### src/rtl/icache_pkg.sv
// -----------------------------------------------------------------------------
// icache_pkg
// Shared types and constants for the instruction cache.
//   ICACHE_INDEX_W : default number of index bits (LINES = 2**ICACHE_INDEX_W)
//   inst_addr_t    : 32-bit instruction address
//   inst_t         : 32-bit instruction word
//   IC_IDLE/IC_MISS: controller state encodings
// -----------------------------------------------------------------------------
package icache_pkg;

    localparam int ICACHE_INDEX_W = 6;

    typedef logic [31:0] inst_addr_t;
    typedef logic [31:0] inst_t;

    localparam logic [0:0] IC_IDLE = 1'b0;
    localparam logic [0:0] IC_MISS = 1'b1;

endpackage

### src/rtl/icache_if.sv
// -----------------------------------------------------------------------------
// icache_if
// Bundles the IF-stage request/response signals and the mem_ctrl fetch
// signals seen by the instruction cache.
//   slave  : the cache side (takes requests, returns instructions, drives
//            the fetch request toward mem_ctrl)
//   master : the environment side (IF stage + mem_ctrl)
// -----------------------------------------------------------------------------
interface icache_if;
    import icache_pkg::*;

    logic       if_req;
    inst_addr_t if_pc;
    logic       flush;
    logic       inv;
    logic       inst_ok;
    inst_t      inst;
    inst_addr_t inst_pc;
    logic       mc_fe;
    inst_addr_t mc_fpc;
    logic       mc_ok;
    inst_addr_t mc_pc;
    inst_t      mc_inst;

    modport slave (
        input  if_req, if_pc, flush, inv, mc_ok, mc_pc, mc_inst,
        output inst_ok, inst, inst_pc, mc_fe, mc_fpc
    );

    modport master (
        output if_req, if_pc, flush, inv, mc_ok, mc_pc, mc_inst,
        input  inst_ok, inst, inst_pc, mc_fe, mc_fpc
    );
endinterface

### src/rtl/icache_array.sv
// -----------------------------------------------------------------------------
// icache_array
// Storage for the direct-mapped cache: valid bits, tag RAM and data RAM.
//   clk, rst      : clock, asynchronous active-low reset (valid bits only)
//   clr           : clear every valid bit on the next edge (wins over write)
//   we/widx/wtag/wdata : single write port, sets the line valid
//   ridx          : combinational read port index
//   rvalid/rtag/rdata  : read port outputs
// -----------------------------------------------------------------------------
module icache_array
    import icache_pkg::*;
#(
    parameter int INDEX_W = ICACHE_INDEX_W,
    parameter int TAG_W   = 16 - INDEX_W
) (
    input  logic               clk,
    input  logic               rst,
    input  logic               clr,
    input  logic               we,
    input  logic [INDEX_W-1:0] widx,
    input  logic [TAG_W-1:0]   wtag,
    input  inst_t              wdata,
    input  logic [INDEX_W-1:0] ridx,
    output logic               rvalid,
    output logic [TAG_W-1:0]   rtag,
    output inst_t              rdata
);
    localparam int LINES = 2 ** INDEX_W;

    logic [LINES-1:0] valid;
    logic [TAG_W-1:0] tag_mem  [LINES];
    inst_t            data_mem [LINES];

    // Clear-all has priority so an invalidate coinciding with a fill leaves
    // the filled line invalid.
    always_ff @(posedge clk or negedge rst) begin
        if (!rst) begin
            valid <= '0;
        end else if (clr) begin
            valid <= '0;
        end else if (we) begin
            valid[widx] <= 1'b1;
        end
    end

    always_ff @(posedge clk) begin
        if (we) begin
            tag_mem[widx]  <= wtag;
            data_mem[widx] <= wdata;
        end
    end

    assign rvalid = valid[ridx];
    assign rtag   = tag_mem[ridx];
    assign rdata  = data_mem[ridx];

endmodule

### src/rtl/icache.sv
// -----------------------------------------------------------------------------
// icache
// Direct-mapped, one-word-per-line instruction cache between IF and mem_ctrl.
//   clk  : system clock
//   rst  : asynchronous reset, active-low
//   rdy  : pause; when low all state and output registers hold
//   bus  : icache_if.slave -- IF request/response and mem_ctrl fetch signals
// Hits answer one cycle after acceptance; misses answer one cycle after the
// matching mem_ctrl completion.
// -----------------------------------------------------------------------------
module icache
    import icache_pkg::*;
#(
    parameter int INDEX_W = ICACHE_INDEX_W,
    parameter int TAG_W   = 16 - INDEX_W
) (
    input  logic      clk,
    input  logic      rst,
    input  logic      rdy,
    icache_if.slave   bus
);
    logic [0:0]         state;
    inst_addr_t         pc_q;
    logic               ok_q;
    logic               drop;
    inst_t              inst_q;
    inst_addr_t         inst_pc_q;
    logic               fe_q;
    inst_addr_t         fpc_q;

    logic [INDEX_W-1:0] req_idx;
    logic [TAG_W-1:0]   req_tag;
    logic [INDEX_W-1:0] fill_idx;
    logic [TAG_W-1:0]   fill_tag;
    logic               rvalid;
    logic [TAG_W-1:0]   rtag;
    inst_t              rdata;
    logic               hit;
    logic               accept;
    logic               fill;

    assign req_idx  = bus.if_pc[INDEX_W+1:2];
    assign req_tag  = bus.if_pc[17:INDEX_W+2];
    assign fill_idx = pc_q[INDEX_W+1:2];
    assign fill_tag = pc_q[17:INDEX_W+2];

    assign hit    = rvalid && (rtag == req_tag);
    assign accept = (state == IC_IDLE) && bus.if_req && !bus.flush;
    assign fill   = (state == IC_MISS) && bus.mc_ok && (bus.mc_pc == pc_q);

    icache_array #(
        .INDEX_W (INDEX_W),
        .TAG_W   (TAG_W)
    ) u_array (
        .clk    (clk),
        .rst    (rst),
        .clr    (rdy && bus.inv),
        .we     (rdy && fill),
        .widx   (fill_idx),
        .wtag   (fill_tag),
        .wdata  (bus.mc_inst),
        .ridx   (req_idx),
        .rvalid (rvalid),
        .rtag   (rtag),
        .rdata  (rdata)
    );

    // Controller. The response pulse (ok_q) defaults low each active cycle
    // and is raised only by a hit or by the completing fill. A flush seen on
    // the completing edge cancels the response just like an earlier flush.
    always_ff @(posedge clk or negedge rst) begin
        if (!rst) begin
            state     <= IC_IDLE;
            pc_q      <= '0;
            ok_q      <= 1'b0;
            drop      <= 1'b0;
            inst_q    <= '0;
            inst_pc_q <= '0;
            fe_q      <= 1'b0;
            fpc_q     <= '0;
        end else if (rdy) begin
            ok_q <= 1'b0;
            if (state == IC_IDLE) begin
                if (accept) begin
                    pc_q <= bus.if_pc;
                    if (hit) begin
                        ok_q      <= 1'b1;
                        inst_q    <= rdata;
                        inst_pc_q <= bus.if_pc;
                    end else begin
                        state <= IC_MISS;
                        fe_q  <= 1'b1;
                        fpc_q <= bus.if_pc;
                    end
                end
            end else begin
                if (fill) begin
                    state     <= IC_IDLE;
                    fe_q      <= 1'b0;
                    ok_q      <= ~(drop | bus.flush);
                    inst_q    <= bus.mc_inst;
                    inst_pc_q <= pc_q;
                    drop      <= 1'b0;
                end else if (bus.flush) begin
                    drop <= 1'b1;
                end
            end
        end
    end

    assign bus.inst_ok = ok_q & ~bus.flush;
    assign bus.inst    = inst_q;
    assign bus.inst_pc = inst_pc_q;
    assign bus.mc_fe   = fe_q;
    assign bus.mc_fpc  = fpc_q;

endmodule

### src/flat_wrapper.sv
// flat-port wrapper written by rule: the top's interface ports become plain ports
module icache_flat import icache_pkg::*;
#(
    parameter int INDEX_W = ICACHE_INDEX_W,
    parameter int TAG_W   = 16 - INDEX_W
)
  (clk, rst, rdy, bus_if_req, bus_if_pc, bus_flush, bus_inv, bus_mc_ok, bus_mc_pc, bus_mc_inst, bus_inst_ok, bus_inst, bus_inst_pc, bus_mc_fe, bus_mc_fpc);
  icache_if bus_i ();
  input  logic clk;
  input  logic rst;
  input  logic rdy;
  input wire logic [$bits(bus_i.if_req)-1:0] bus_if_req;
  input wire logic [$bits(bus_i.if_pc)-1:0] bus_if_pc;
  input wire logic [$bits(bus_i.flush)-1:0] bus_flush;
  input wire logic [$bits(bus_i.inv)-1:0] bus_inv;
  input wire logic [$bits(bus_i.mc_ok)-1:0] bus_mc_ok;
  input wire logic [$bits(bus_i.mc_pc)-1:0] bus_mc_pc;
  input wire logic [$bits(bus_i.mc_inst)-1:0] bus_mc_inst;
  output wire logic [$bits(bus_i.inst_ok)-1:0] bus_inst_ok;
  output wire logic [$bits(bus_i.inst)-1:0] bus_inst;
  output wire logic [$bits(bus_i.inst_pc)-1:0] bus_inst_pc;
  output wire logic [$bits(bus_i.mc_fe)-1:0] bus_mc_fe;
  output wire logic [$bits(bus_i.mc_fpc)-1:0] bus_mc_fpc;
  assign bus_i.if_req = bus_if_req;
  assign bus_i.if_pc = bus_if_pc;
  assign bus_i.flush = bus_flush;
  assign bus_i.inv = bus_inv;
  assign bus_i.mc_ok = bus_mc_ok;
  assign bus_i.mc_pc = bus_mc_pc;
  assign bus_i.mc_inst = bus_mc_inst;
  assign bus_inst_ok = bus_i.inst_ok;
  assign bus_inst = bus_i.inst;
  assign bus_inst_pc = bus_i.inst_pc;
  assign bus_mc_fe = bus_i.mc_fe;
  assign bus_mc_fpc = bus_i.mc_fpc;
  icache #(.INDEX_W(INDEX_W), .TAG_W(TAG_W)) u_core (.clk(clk), .rst(rst), .rdy(rdy), .bus(bus_i));
endmodule
### config.mk
export PLATFORM = sky130hd
export DESIGN_NAME = icache_flat
export DESIGN_NICKNAME = d
export VERILOG_FILES = /design/src/rtl/icache_pkg.sv /design/src/rtl/icache_if.sv /design/src/rtl/icache_array.sv /design/src/rtl/icache.sv /design/src/flat_wrapper.sv
export SDC_FILE = /design/constraint.sdc
export NUM_CORES = 2
export LEC_CHECK = 0
export ABC_AREA = 1
export BUFFER_PORTS_ARGS = -buffer_cell sky130_fd_sc_hd__buf_2
export CAP_MARGIN = 10
export CORE_ASPECT_RATIO = 0.9
export CORE_UTILIZATION = 40
export CTS_CLUSTER_DIAMETER = 50
export DETAILED_ROUTE_END_ITERATION = 8
export PLACE_DENSITY = 0.62
export SLEW_MARGIN = 20
export SYNTH_ARGS = -nofsm -noshare
export SYNTH_HDL_FRONTEND = slang
export SYNTH_SLANG_ARGS = --single-unit
### constraint.sdc
create_clock -name clk -period 6.6 [get_ports clk]
set_input_delay 0.66 -clock clk [delete_from_list [all_inputs] [get_ports clk]]
set_output_delay 0.66 -clock clk [all_outputs]
set_load 0.05 [all_outputs]
# --- Word level (Yosys, flattened, before mapping) ---
# Memories as Yosys holds them, arrays and structs flattened.
# Cells that the tools add are included.
# Widths: inputs -> output; s select.
totals:
  reg_bits: 196
  output_inout_bits: 98
  latch_bits: 0
  mem_count: 2
  word_cells: 73
  mem_bits_ro: 0
  input_bits: 103
  ramBits: 2688
memory_table:
  columns: ["name", "depth", "word_bits", "read_ports", "rd_ports_with_merged_regs", "wr", "line_no", "source"]
  rows:
  - ["u_core.u_array.data_mem", 64, 32, 1, 0, 1, "icache_array.sv:32", "inst_t data_mem [LINES];"]
  - ["u_core.u_array.tag_mem", 64, 10, 1, 0, 1, "icache_array.sv:31", "logic [TAG_W-1:0] tag_mem [LINES];"]
classes:
  magnitude_cmp: 3
  div: 0
  shift: 0
  n_addsub: 0
  mux: 30
  n_mul: 0
  reduce_logical: 18
  bitwise_logic: 7
  n_eq_ne: 4
op_table:
  columns: ["cell", "n"]
  rows:
  - ["$mux 32", 8]
  - ["$mux 64", 2]
  - ["$or 64x64->64", 1]
  - ["$eq 32x32->1", 1]
  - ["$mux 1", 18]
  - ["$lt 6x7->1 const B", 2]
  - ["$reduce_and 4->1", 3]
  - ["$eq 10x10->1", 1]
  - ["$logic_and 1x1->1", 8]
  - ["$reduce_bool 2->1", 4]
  - ["$bmux 1 s6", 1]
  - ["$demux 1 s6", 1]
  - ["$ge 6x1->1 const B", 1]
  - ["$reduce_and 3->1", 2]
  - ["$not 1->1", 4]
  - ["$ne 2x1->1 const B", 1]
  - ["$ne 2x2->1 const B", 1]
  - ["$and 1x1->1", 1]
  - ["$logic_not 1->1", 1]
  - ["$or 1x1->1", 1]

# --- Logic depth before layout (Yosys ltp) ---
depth:
  ltp_word: 7
  ltp_mapped: 21
  depth_no_buf: 17

# --- Hierarchy ---
# From an unflattened synthesis, not the netlist that was laid out.
hier_totals:
  cells_unflattened: 10159
  hier_area_um2: 117684.1
modules_own_cells:
  columns: ["mod", "cells_per_inst", "area_each_um2", "seq_area_each_um2", "instances"]
  rows:
  - ["icache_array", 9167, 110504.7, 82319.0, 1]
  - ["icache", 992, 7179.4, 3303.2, 1]

# --- Least setup slack after synthesis ---
# No wires, ideal clock.
synth_path:
  kind: "register to register"
  startpoint: "register u_core.pc_q[14]"
  endpoint: "memory u_core.u_array.data_mem[10][0] in the netlist's numbering, enable pin"
  setup_ns: 0.443
  n_path_buf: 0
  arrival_time_ns: 4.289
  synth_period_minus_slack_ns: 4.732
  t_required_ns: 6.157
  path_slack_ns: 1.868
  stages_incl_launch_ff: 13
  path_cell_list: "dfrtp_1 > inv_1 > nand2_1 > nand2_1 > nor2_1 > nand4_1 > nor4_1 > nand2_1 > nor2_1 > nand2_1 > nor2_1 > nand2_1 > nor2_1"
synth_via:
  elab_chain_len: 5
synth_rtl:
  columns: ["element", "line_no", "source"]
  rows:
  - ["start: declaration", "icache.sv:23", "inst_addr_t pc_q;"]
  - ["start signal: assignment", "icache.sv:85", "pc_q <= bus.if_pc;"]
  - ["$eq 32x32->1", "icache.sv:49", "assign fill = (state == IC_MISS) && bus.mc_ok && (bus.mc_pc == pc_q);"]
  - ["$logic_and 1x1->1", "icache.sv:49", null]
  - ["$logic_and 1x1->1", "icache.sv:58", ".we (rdy && fill),"]
  - ["$mux 1", "icache_array.sv:47", "if (we) begin"]
  - ["$mux 1 (not written as such)", "icache_array.sv:49", "data_mem[widx] <= wdata;"]
  - ["end: declaration", "icache_array.sv:32", null]
# Every way passes these cells.

# --- Worst setup path in the final report ---
layout_path:
  startpoint: "register u_core.pc_q[31]"
  endpoint: "memory u_core.u_array.tag_mem[31][3] in the netlist's numbering, enable pin"
layout_via:
  elab_chain_len: 5
layout_rtl:
  columns: ["element", "line_no", "source"]
  rows:
  - ["$eq 32x32->1", "icache.sv:49", null]
  - ["$logic_and 1x1->1", "icache.sv:49", null]
  - ["$logic_and 1x1->1", "icache.sv:58", null]
  - ["$mux 1", "icache_array.sv:47", null]
  - ["$mux 1 (not written as such)", "icache_array.sv:48", "tag_mem[widx] <= wtag;"]
  - ["end: declaration", "icache_array.sv:31", null]
# Every way passes these cells.

==> report_table.html <==
<table>
<tr><th>Metric</th><th>Value</th></tr>
<tr><th colspan="2">Worst setup path</th></tr>
<tr><td>Register-to-Register Path Depth</td><td>9</td></tr>
<tr><td>Source of the worst register-to-register timing path</td><td>u_core.pc_q[31]</td></tr>
<tr><td>Kind of critical path</td><td>flip-flop to flip-flop</td></tr>
<tr><td>Reg-to-reg critical path endpoint</td><td>u_core.u_array.tag_mem[31][3]</td></tr>
<tr><td>Worst-path maximum fanout</td><td>33</td></tr>
<tr><td>Crit path cell chain</td><td>xor2_1 -&gt; nor4_1 -&gt; nand2_1 -&gt; nor4_1 -&gt; nand2_4 -&gt; nor2_1 -&gt; nand2_1 -&gt; nor2_4 -&gt; buf_4</td></tr>
<tr><td>Kind of start point of the critical path</td><td>flip-flop</td></tr>
<tr><td>Highest-delay cell along the critical path</td><td>nor2_4</td></tr>
<tr><td>Critical Path RT</td><td>7130 ps</td></tr>
<tr><td>CP max stage delay</td><td>980 ps</td></tr>
<tr><td>CP startpoint</td><td>u_core.pc_q[31]</td></tr>
<tr><td>Logic depth of the worst setup path including buffers</td><td>9</td></tr>
<tr><td>Capture point of the critical path</td><td>u_core.u_array.tag_mem[31][3]</td></tr>
<tr><td>Arrival time reported for the critical path endpoint</td><td>5450 ps</td></tr>
<tr><td>Combined buffer and inverter count along the critical path</td><td>1</td></tr>
<tr><td>Register-to-register setup slack</td><td>1680 ps</td></tr>
<tr><td>Crit. End Element</td><td>flip-flop</td></tr>
<tr><td>Top Family by Delay on Critical Path</td><td>simple AND/OR/NAND/NOR gates</td></tr>
<tr><th colspan="2">Timing</th></tr>
<tr><td>Shortest clock period the worst path allows after layout</td><td>4920 ps</td></tr>
<tr><td>Min setup slack post-route</td><td>1680 ps</td></tr>
<tr><td>Setup total negative slack</td><td>0 ps</td></tr>
<tr><td>Unrepaired setup endpoints after global routing</td><td>no</td></tr>
<tr><td>Pins Over Slew Limit</td><td>0</td></tr>
<tr><td>Setup Viol. Count Final</td><td>0</td></tr>
<tr><td>Final cycle utilization of the critical path</td><td>0.745</td></tr>
<tr><td>Fmax</td><td>203 MHz</td></tr>
<tr><td>Hold Slack</td><td>38.4 ps</td></tr>
<tr><td>Max-Slew Margin vs Limit</td><td>0.181</td></tr>
<tr><td>Hold Fails Final Rpt</td><td>0</td></tr>
<tr><td>Clock tree skew after final layout</td><td>66.9 ps</td></tr>
<tr><td>Slew at the pin with the worst max-slew slack</td><td>1230 ps</td></tr>
<tr><th colspan="2">Synth</th></tr>
<tr><td>XOR/XNOR share of the synthesized area</td><td>0.00107</td></tr>
<tr><td>Complex-gate fraction of the synthesized area</td><td>0.103</td></tr>
<tr><td>Post-synthesis adder-cell area fraction</td><td>0</td></tr>
<tr><td>Sequential area share after synthesis</td><td>0.747</td></tr>
<tr><td>Synthesized flop and latch total</td><td>2,884</td></tr>
<tr><td>Combined area of all synthesized cells</td><td>115,000 µm²</td></tr>
<tr><td>Main combinational cell family by area after synthesis</td><td>simple AND/OR/NAND/NOR gates</td></tr>
<tr><td>Gate Count Post-Synth</td><td>9,126</td></tr>
<tr><td>Yosys warning total</td><td>0</td></tr>
<tr><td>Yosys cell types</td><td>39</td></tr>
<tr><td>Post-synthesis share of cell area spent on and, or, nand and nor gates</td><td>0.119</td></tr>
<tr><td>Synthesized area per cell</td><td>12.6 µm²</td></tr>
<tr><td>Post-synthesis mux area share</td><td>0</td></tr>
<tr><td>Synthesized Nets</td><td>9,229</td></tr>
<tr><th colspan="2">Drt</th></tr>
<tr><td>Antenna Nets Post-Route</td><td>0</td></tr>
<tr><td>Routed vias</td><td>79,100</td></tr>
<tr><td>Post-route DRC violation count</td><td>0</td></tr>
<tr><td>Final routed wire length divided by cell count</td><td>27.8 µm</td></tr>
<tr><td>Detail-routed via count per cell</td><td>6.01</td></tr>
<tr><td>First DRT Iteration DRCs</td><td>12,400</td></tr>
<tr><td>Total wirelength of the detailed-routed design</td><td>366,000 µm</td></tr>
<tr><td>Total iterations of the first detailed-routing run</td><td>6</td></tr>
<tr><th colspan="2">Pwr</th></tr>
<tr><td>Total net switching power</td><td>9.96 mW</td></tr>
<tr><td>Internal power</td><td>30.7 mW</td></tr>
<tr><td>P per Cell Area</td><td>314 nW/µm²</td></tr>
<tr><td>Combinational share of power</td><td>0.089</td></tr>
<tr><td>Sequential share of power</td><td>0.512</td></tr>
<tr><td>Leakage power</td><td>43.6 nW</td></tr>
<tr><td>Clock power frac</td><td>0.399</td></tr>
<tr><td>Overall power</td><td>40.6 mW</td></tr>
<tr><td>Worst vdd rail ir drop</td><td>0.299 mV</td></tr>
<tr><td>Sw Share</td><td>0.245</td></tr>
<tr><th colspan="2">Clock tree</th></tr>
<tr><td>Clk sinks</td><td>2,884</td></tr>
<tr><td>TritonCTS clock tree</td><td>built</td></tr>
<tr><td>Cell at the root of the clock tree</td><td>clkbuf_16</td></tr>
<tr><td>Post CTS Setup Buffer Count</td><td>0</td></tr>
<tr><td>CTS clock-pin slew for the worst setup and hold paths</td><td>60 ps</td></tr>
<tr><td>Clock insertion delay at the later pin of the skew report</td><td>900 ps</td></tr>
<tr><td>TritonCTS Buffers</td><td>291</td></tr>
<tr><td>Buffer depth of the longest clock path</td><td>4</td></tr>
<tr><td>CTS HTree Levels</td><td>5</td></tr>
<tr><th colspan="2">Die</th></tr>
<tr><td>Row cnt</td><td>186</td></tr>
<tr><td>Initial core utilization</td><td>0.402</td></tr>
<tr><td>Top-level I/O count</td><td>201</td></tr>
<tr><td>Floorplan die width</td><td>566 µm</td></tr>
<tr><td>Core area</td><td>285,000 µm²</td></tr>
<tr><td>Area of the die</td><td>289,000 µm²</td></tr>
<tr><td>Die height</td><td>510 µm</td></tr>
<tr><th colspan="2">Placement</th></tr>
<tr><td>Post-detail-place hpwl</td><td>190,000 µm</td></tr>
<tr><td>Placement Setup Slack</td><td>1560 ps</td></tr>
<tr><td>Port bufs</td><td>200</td></tr>
<tr><td>Final weighted congestion in routability-driven placement</td><td>0.878</td></tr>
<tr><th colspan="2">Cells and area</th></tr>
<tr><td>Fin nets</td><td>9,287</td></tr>
<tr><td>Most common library cell in the layout ignoring fill and taps</td><td>edfxtp_1</td></tr>
<tr><td>Synthesis-to-layout area growth</td><td>12.9%</td></tr>
<tr><td>Fill cell total of the finished layout</td><td>25,000</td></tr>
<tr><td>Highest-count cells in the layout ignoring fill and taps</td><td>2,688 x edfxtp_1, 1,326 x o21ai_0, 1,281 x nor2_1, 1,178 x nand2_1, 804 x nand3_1</td></tr>
<tr><td>Ratio of cells with drive above 1 in the final layout</td><td>0.0974</td></tr>
<tr><th colspan="2">Global routing</th></tr>
<tr><td>Via count of the first global-routing pass</td><td>74,000</td></tr>
<tr><td>Total overflow reported by the global router</td><td>0</td></tr>
<tr><td>Largest net degree at the start of global routing</td><td>220</td></tr>
<tr><td>Combined global-route utilization of all metal layers</td><td>0.246</td></tr>
<tr><td>Number of antenna violations at the first check in global routing</td><td>16</td></tr>
<tr><td>Wire length of the first global-routing pass</td><td>521,000 µm</td></tr>
<tr><th colspan="2">Hold path</th></tr>
<tr><td>Tightest Hold Check Type</td><td>input port to flip-flop</td></tr>
<tr><th colspan="2">Job</th></tr>
<tr><td>Max-cap violations</td><td>0</td></tr>
<tr><th colspan="2">Outcome</th></tr>
<tr><td>Outcome</td><td>finished clean</td></tr>
</table>
-- per-layer routing --
layer / vias up / GRT usage / part of all wire
li1: 33600 / - / -
met1: 39700 / 0.343 / 0.40
met2: 5127 / 0.377 / 0.44
met3: 779 / 0.0551 / 0.12
met4: 4 / 0.0903 / 0.039
met5: - / 0 / 0.000074
-- sequential cells by signal (all words and copies together) (netlist names), 32 cells and up --
| name | count |
|---|---|
| u_core.bus.mc_fpc | 32 |
| u_core.pc_q | 32 |
| u_core.u_array.tag_mem | 640 |
| u_core.bus.inst | 32 |
| u_core.u_array.data_mem | 2048 |
| u_core.bus.inst_pc | 32 |
| u_core.u_array.valid | 64 |
-- Yosys cell counts, drive strengths merged --
| master | instances | share of area |
|---|---|---|
| o22ai | 520 | 0.028 |
| nand3 | 806 | 0.035 |
| clkbuf | 348 | 0.011 |
| o2111ai | 2 | 0.00015 |
| dfrtp | 196 | 0.043 |
| and3 | 1 | 0.000055 |
| buf | 307 | 0.015 |
| nand3b | 2 | 0.00013 |
| or2 | 12 | 0.00065 |
| and2 | 1 | 0.000055 |
| o21a | 62 | 0.0041 |
| a31oi | 21 | 0.0011 |
| a221oi | 1 | 0.000076 |
| nand4 | 6 | 0.00033 |
| o32ai | 12 | 0.00092 |
| o211ai | 16 | 0.0010 |
| xor2 | 11 | 0.00084 |
| o21ai | 1371 | 0.060 |
| nor4 | 4 | 0.00022 |
| nor2 | 1325 | 0.043 |
| xnor2 | 3 | 0.00023 |
| a21oi | 35 | 0.0015 |
| edfxtp | 2688 | 0.70 |
| nand2 | 1182 | 0.039 |
| o31ai | 4 | 0.00026 |
| o221ai | 71 | 0.0054 |
| a32o | 6 | 0.00052 |
| inv | 100 | 0.0033 |
| a22o | 1 | 0.000076 |
| nor3 | 12 | 0.00052 |
-- repair_timing --
item,CTS,global route
hold buffers,7,0
gates resized for setup,0,0
endpoints found under the hold margin,45,0
-- cells by family (layout without fill, tap and decap cells) --
kind of cell | Yosys count | in the layout
AO/OA/AOI/OAI | 2122 | 2122
flip-flops | 2884 | 2884
XOR/XNOR | 14 | 14
AND/OR/NAND/NOR | 3351 | 3351
other | 0 | 4
buffers and inverters | 755 | 1031
-- cell type report --
cell class | instances | area (µm²) | share of cell area
sequential | 2884 | 85600 | 0.662
multi-input combinational | 5487 | 26000 | 0.201
clock buffer | 387 | 8020 | 0.0620
tap | 3760 | 4700 | 0.0364
timing repair buffer | 420 | 3390 | 0.0262
clock inverter | 124 | 1150 | 0.00888
inverter | 100 | 444 | 0.00343
antenna | 4 | 10.0 | 0.0000774
-- worst min-delay path, delay by kind of cell --
kind	cells	cell delay, ps
buffers and inverters	1	100
AOI/OAI and AO/OA	1	60
and+or+nand+nor	1	50
-- through the flow --
step	util	std cells	cell area, µm²
finish	0.454	13200	129000
CTS	0.454	13200	129000
global route	0.454	13200	129000
detailed placement	0.421	12600	120000
floorplan	-	9126	115000
global placement	0.421	12600	120000
-- worst min path at each step --
stage	start	to	slack, ps	cells after the start
after floorplan	rst	u_core.bus.inst[0]	360	0
after global placement	u_core.bus.mc_fpc[27]	u_core.bus.mc_fpc[27]	450	2
after detailed placement	u_core.bus.mc_fpc[0]	u_core.bus.mc_fpc[0]	450	2
after CTS	bus_if_pc[18]	u_core.pc_q[18]	5	3
after global routing	bus_if_pc[31]	u_core.bus.mc_fpc[31]	50	3
final	bus_if_pc[18]	u_core.pc_q[18]	40	3
-- power by group through the flow --
stage	logic, mW	clock network, mW	registers [mW]
after floorplan	1.49	0	21.7
after global placement	3.45	0	21.2
after detailed placement	3.51	0	21.2
after CTS	3.52	16.3	20.8
after global routing	3.83	17.0	20.8
final	3.60	16.2	20.8
No activity file was read; power rests on OpenSTA's default activity.
